**config.mk**
```make
export PLATFORM = sky130hd
export DESIGN_NAME = cdb_arbiter
export DESIGN_NICKNAME = d
export VERILOG_FILES = /design/src/rtl/cdb_arbiter.sv
export SDC_FILE = /design/constraint.sdc
export NUM_CORES = 1
export LEC_CHECK = 0
export BUFFER_PORTS_ARGS = -buffer_cell sky130_fd_sc_hd__clkbuf_2
export CAP_MARGIN = 20
export CORE_MARGIN = 3
export CORE_UTILIZATION = 35
export CTS_BUF_LIST = sky130_fd_sc_hd__clkbuf_8
export CTS_CLUSTER_SIZE = 8
export DETAILED_ROUTE_END_ITERATION = 8
export GPL_TIMING_DRIVEN = 0
export PLACE_DENSITY = 0.6
export SLEW_MARGIN = 20
export SYNTH_ARGS = -nofsm -noshare
export SYNTH_HDL_FRONTEND = slang
export SYNTH_SLANG_ARGS = --single-unit
```
**constraint.sdc**
```tcl
create_clock -name clock -period 5.1 [get_ports clock]
set_clock_uncertainty 0.05 [all_clocks]
set_input_delay 0.255 -clock clock [delete_from_list [all_inputs] [get_ports clock]]
set_output_delay 0.255 -clock clock [all_outputs]
set_load 0.02 [all_outputs]
```
**src/rtl/cdb_arbiter.sv**
```systemverilog
`default_nettype none
// ============================================================================
// Module   : cdb_arbiter
// Purpose  : Round-robin arbiter that funnels per-FU completions onto a single
//            common data bus, one broadcast per cycle.
// Revision : 1.0 - initial release
// ============================================================================
module cdb_arbiter #(
    parameter  int NUM_FU = 4,
    parameter  int TAG_W  = 6,
    localparam int IDX_W  = (NUM_FU > 1) ? $clog2(NUM_FU) : 1,
    localparam int CNT_W  = $clog2(NUM_FU + 1)
) (
    input  logic                    clock,
    input  logic                    reset,
    input  logic                    enable,
    input  logic                    flush,
    input  logic [NUM_FU-1:0]       fu_done,
    input  logic [NUM_FU*TAG_W-1:0] fu_tag,
    output logic [NUM_FU-1:0]       fu_ready,
    output logic                    CAM_en,
    output logic [TAG_W-1:0]        CDB_in,
    output logic [IDX_W-1:0]        cdb_fu_idx,
    output logic [CNT_W-1:0]        pending_cnt
);

    localparam logic [TAG_W-1:0] c_dummy_tag = '1;
    localparam logic [IDX_W-1:0] c_last_idx  = IDX_W'(NUM_FU - 1);
    localparam logic [IDX_W:0]   c_num_fu    = (IDX_W + 1)'(NUM_FU);

    logic [NUM_FU-1:0] r_valid;
    logic [TAG_W-1:0]  r_tag [NUM_FU];
    logic [IDX_W-1:0]  r_rr_ptr;
    logic [CNT_W-1:0]  r_pending_cnt;

    logic                w_live;
    logic [2*NUM_FU-1:0] w_valid_dbl;
    logic [NUM_FU-1:0]   w_valid_rot;
    logic [IDX_W-1:0]    w_offset;
    logic [IDX_W:0]      w_sum;
    logic                w_grant_vld;
    logic [IDX_W-1:0]    w_grant_idx;
    logic [NUM_FU-1:0]   w_grant;
    logic [NUM_FU-1:0]   w_accept;
    logic [NUM_FU-1:0]   w_load;
    logic [NUM_FU-1:0]   w_valid_nxt;
    logic [IDX_W-1:0]    w_rr_nxt;
    logic [CNT_W-1:0]    w_cnt_nxt;

    // Reset is folded in so every output is quiet while reset is held.
    assign w_live = enable & ~flush & ~reset;

    // Rotating the doubled valid vector puts rr_ptr at bit 0, so a plain
    // lowest-bit-first search yields the round-robin offset.
    assign w_valid_dbl = {r_valid, r_valid};
    assign w_valid_rot = NUM_FU'(w_valid_dbl >> r_rr_ptr);

    always_comb begin
        w_offset = '0;
        for (int k = NUM_FU - 1; k >= 0; k--) begin
            if (w_valid_rot[k]) begin
                w_offset = IDX_W'(k);
            end
        end
    end

    assign w_sum       = {1'b0, r_rr_ptr} + {1'b0, w_offset};
    assign w_grant_idx = (w_sum >= c_num_fu) ? IDX_W'(w_sum - c_num_fu) : w_sum[IDX_W-1:0];
    assign w_grant_vld = w_live & (|r_valid);
    assign w_grant     = w_grant_vld ? (NUM_FU'(1) << w_grant_idx) : '0;

    // An entry being drained this cycle may be refilled on the same edge.
    assign fu_ready = {NUM_FU{w_live}} & (~r_valid | w_grant);
    assign w_accept = fu_done & fu_ready;

    generate
        for (genvar i = 0; i < NUM_FU; i++) begin : g_entry
            assign w_load[i] = w_accept[i] & (fu_tag[i*TAG_W +: TAG_W] != c_dummy_tag);

            always_ff @(posedge clock or posedge reset) begin
                if (reset) begin
                    r_tag[i] <= c_dummy_tag;
                end else if (w_load[i]) begin
                    r_tag[i] <= fu_tag[i*TAG_W +: TAG_W];
                end
            end
        end
    endgenerate

    always_comb begin
        w_valid_nxt = r_valid;
        if (flush) begin
            w_valid_nxt = '0;
        end else if (enable) begin
            // Accepted DUMMY completions leave the entry invalid.
            w_valid_nxt = (r_valid & ~w_grant & ~w_accept) | w_load;
        end
    end

    always_comb begin
        w_rr_nxt = r_rr_ptr;
        if (w_grant_vld) begin
            w_rr_nxt = (w_grant_idx == c_last_idx) ? '0 : (w_grant_idx + IDX_W'(1));
        end
    end

    always_comb begin
        w_cnt_nxt = '0;
        for (int i = 0; i < NUM_FU; i++) begin
            w_cnt_nxt = w_cnt_nxt + CNT_W'(w_valid_nxt[i]);
        end
    end

    always_ff @(posedge clock or posedge reset) begin
        if (reset) begin
            r_valid       <= '0;
            r_rr_ptr      <= '0;
            r_pending_cnt <= '0;
        end else begin
            r_valid       <= w_valid_nxt;
            r_rr_ptr      <= w_rr_nxt;
            r_pending_cnt <= w_cnt_nxt;
        end
    end

    assign CAM_en      = w_grant_vld;
    assign CDB_in      = w_grant_vld ? r_tag[w_grant_idx] : c_dummy_tag;
    assign cdb_fu_idx  = w_grant_vld ? w_grant_idx : '0;
    assign pending_cnt = r_pending_cnt;

`ifndef SYNTHESIS
    a_grant_onehot : assert property (@(posedge clock) disable iff (reset) $onehot0(w_grant));
    a_cnt_range    : assert property (@(posedge clock) disable iff (reset)
                                      r_pending_cnt <= CNT_W'(NUM_FU));
`endif

endmodule
`default_nettype wire
```
==> summary.txt <==
Power and ir drop
  • Pwr/cell area: 441 nW/µm²
  • Worst vdd ir: 214 µV
  • P_leak: 1.08 nW

Clock network
  • Clk pin slew, worst setup/hold paths: 0.06 ns
  • Post-cts resize count: 0
  • CTS H-tree lvls: 2
  • Max Buffers Root-to-Sink: 2
  • Hold buffer count at CTS: 0
  • Cell chosen for the clock root: clkbuf_8
  • CTS tree: built
  • Postcts setup bufs: 0
  • Worst skew pair latency: 0.27 ns
  • Clk sinks: 33
  • Num CTS Buffers: 5

Worst setup path
  • CP Data Arrival Time: 4.74 ns
  • Worst setup EP type: register
  • Crit Path Max Fanout: 10
  • Worst R2R Setup Slack: 0.47 ns
  • Critical R2R Launch: r_rr_ptr[0]
  • CP Launch Type: register
  • Crit Path Class: register to register
  • Critical R2R Capture: pending_cnt[1]
  • CP Launch Point: r_rr_ptr[0]
  • R2R depth: 18
  • CP Data Required Time: 5.21 ns
  • Setup crit end: pending_cnt[1]

Min path
  • HP Class: primary input to asynchronous set/reset pin

Timing
  • Final hold vios: 0
  • Final setup vio count: 0
  • Worst-Margin Slew: 0.702 ns
  • Max-slew headroom: 0.531
  • RSZ-0062 raised after global routing: false
  • Maximum clock frequency: 216 MHz
  • Fin Setup TNS: 0 ns
  • Fin crit period: 4.63 ns
  • Final period utilization: 0.908
  • Slew Viols, Final: 0

Routing
  • WL/cell: 14.9 µm
  • Vias/cell: 5.19
  • Detailed Route Iter0 Violations: 68
  • Pre-antenna DRT Iters: 4
  • Max Used Layer: met4
  • Routed wire length: 4730 µm
  • Vias: 1645
  • M1 WL: 2300 µm
  • DR WL met3: 199 µm
  • # DRC: 0
  • ANT nets after route: 0
  • Metal2 WL: 2190 µm

Synth
  • Post-synth ARST share: 1.00
  • Yosys top cell area share: 0.312
  • Post-Syn Area: 2020 µm²
  • Yosys top cell by area: dfstp_2
  • Sequential-to-total area share from yosys stat: 0.423
  • Top post-synthesis cells by area: dfstp_2 31%, mux2_2 12%, dfrtp_1 11%
  • Syn_area_per_cell: 10.6 µm²
  • Total nets after synthesis: 229
  • Top FF cell, synth: dfstp_2
  • Post-synthesis cell type count: 45
  • Cells after Synth: 191
  • Post-synth EDFFs: 0
  • Yosys reg bits: 33
  • Yosys warns: 0

Floorplan
  • Starting Density: 0.365
  • Die area: 6730 µm²
  • Rows: 27
  • I/O Pins: 48
  • Height of the die: 82.0 µm
  • Chip width: 82.0 µm
  • Core area: 5540 µm²

GRT
  • First-pass GRT wire length: 7670 µm
  • Global Route Usage Sum: 0.152
  • Largest net degree at the start of global routing: 36
  • Vias in the first global route: 1588
  • Global route overflow: 0
  • Initial antenna violation count: 0

Final layout
  • Area Overhead vs Synth: 20.7%
  • Multi-input gate area: 1100 µm²
  • Antenna cells: 0
  • Fraction of layout instances using a drive strength above 1: 0.449
  • Register area: 856 µm²
  • NumNets Final: 282
  • Final Util: 0.441
  • Filler cells: 576

Status
  • Outcome: complete, no violations

Placed design
  • Port Buf Inserts: 47
  • Placer Congestion: 0.830
  • Post-detail-place hpwl: 3680 µm

Flow run
  • Max cap viols: 0
Yosys cell counts (2+ instances only):
cell / number
clkbuf_1: 6
dfstp_2: 24
o21a_1: 4
nand4_1: 3
o21ai_0: 4
mux2i_1: 14
nor2_1: 11
o32a_1: 3
mux2_2: 22
nand2_1: 17
a21oi_1: 4
o41ai_1: 2
inv_1: 7
nor3_1: 4
a31o_2: 2
a31oi_1: 4
dfrtp_1: 9
ha_1: 5
xnor2_1: 2
nor2b_1: 5
and3_1: 2
and4_1: 2
o22a_1: 5
o211ai_1: 3
nor3b_1: 3
nand3_1: 5
layout by cell type (no fill, tap or decap), drive strengths merged:
master and count:
clkbuf 57, dfstp 24, mux2 22, nand2 17, mux2i 14, nor2 11
inv 11, dfrtp 9, nor2b 5, nand3 5, o22a 5, ha 5
nor3 5, a31oi 5, o21ai 4, a21oi 4, o21a 4, buf 4
nor3b 3, nand4 3, o211ai 3, o32a 3, xnor2 2, and3 2
and4 2, o41ai 2, a31o 2, xor2 1, or4b 1, a211oi 1
and4b 1, o221ai 1, clkinv 1, and3b 1, nor4 1, a311oi 1
a21boi 1, o31ai 1, fa 1
how the worst min path moves through the flow:
stage,slack (ns),depth (start not counted),to
final,0.03,2,pending_cnt[2]
after global routing,0.06,2,pending_cnt[1]
after global placement,0.42,2,r_valid[2]
after floorplan,0.29,1,r_valid[2]
after detailed placement,0.34,2,pending_cnt[1]
after CTS,0.04,2,pending_cnt[1]
layout make-up:
type | instances | area share
multi-input combinational | 139 | 0.450
sequential | 33 | 0.351
clock buffer | 5 | 0.0282
buffer | 9 | 0.0195
clock inverter | 3 | 0.00461
inverter | 9 | 0.0138
tap | 72 | 0.0369
timing repair buffer | 47 | 0.0964
cell families after synthesis:
group | Yosys count | share of synthesized area
AND/OR/NAND/NOR | 57 | 0.152
flip-flops | 33 | 0.423
XOR/XNOR | 3 | 0.0130
buffers and inverters | 19 | 0.0414
adder cells (fa/ha/maj) | 6 | 0.0408
AO/OA/AOI/OAI | 37 | 0.138
multiplexers | 36 | 0.192
state kept, by name, summed over array words and instances (netlist names):
signal and cells:
r_rr_ptr 2, pending_cnt 3, r_tag 24, r_valid 4
metal layers:
| layer | vias to the layer above | track usage |
|---|---|---|
| met3 | 4 | 0.0329 |
| li1 | 810 | - |
| met1 | 789 | 0.207 |
| met4 | 0 | 0.0598 |
| met5 | - | 0 |
| met2 | 42 | 0.234 |
critical path, cell delays in order (launching register included):
cell and delay [ns]:
dfrtp_1 0.44, clkbuf_2 0.22, nor3_1 0.22, a31oi_1 0.06, o211ai_1 0.24, ha_1 0.32
xor2_1 0.37, xnor2_1 0.23, inv_2 0.21, ha_1 0.23, inv_1 0.05, a21oi_1 0.24
nand2_1 0.18, a31oi_4 0.31, o21ai_0 0.18, fa_1 0.50, inv_1 0.04, ha_1 0.17
ha_1 0.26
metrics by stage:
step | hold WS (ns) | instances | instance area [µm²] | setup WS (ns) | power (W)
floorplan | 0.286 | 191 | 2020 | 0.579 | 0.000786
finish | 0.0260 | 317 | 2440 | 0.470 | 0.00108
global placement | 0.424 | 310 | 2350 | 0.0692 | 0.000895
global route | 0.0636 | 317 | 2440 | 0.134 | 0.00116
CTS | 0.0435 | 318 | 2430 | 0.00381 | 0.00109
detailed placement | 0.341 | 310 | 2350 | 0.0267 | 0.000910
report_power, final:
| group | internal [W] | total [W] | switching [W] |
|---|---|---|---|
| combinational | 0.000234 | 0.000504 | 0.000270 |
| sequential | 0.000360 | 0.000397 | 0.0000373 |
| clock | 0.0000907 | 0.000176 | 0.0000857 |
| total | 0.000684 | 0.00108 | 0.000393 |
No activity file was read; power rests on OpenSTA's default activity.
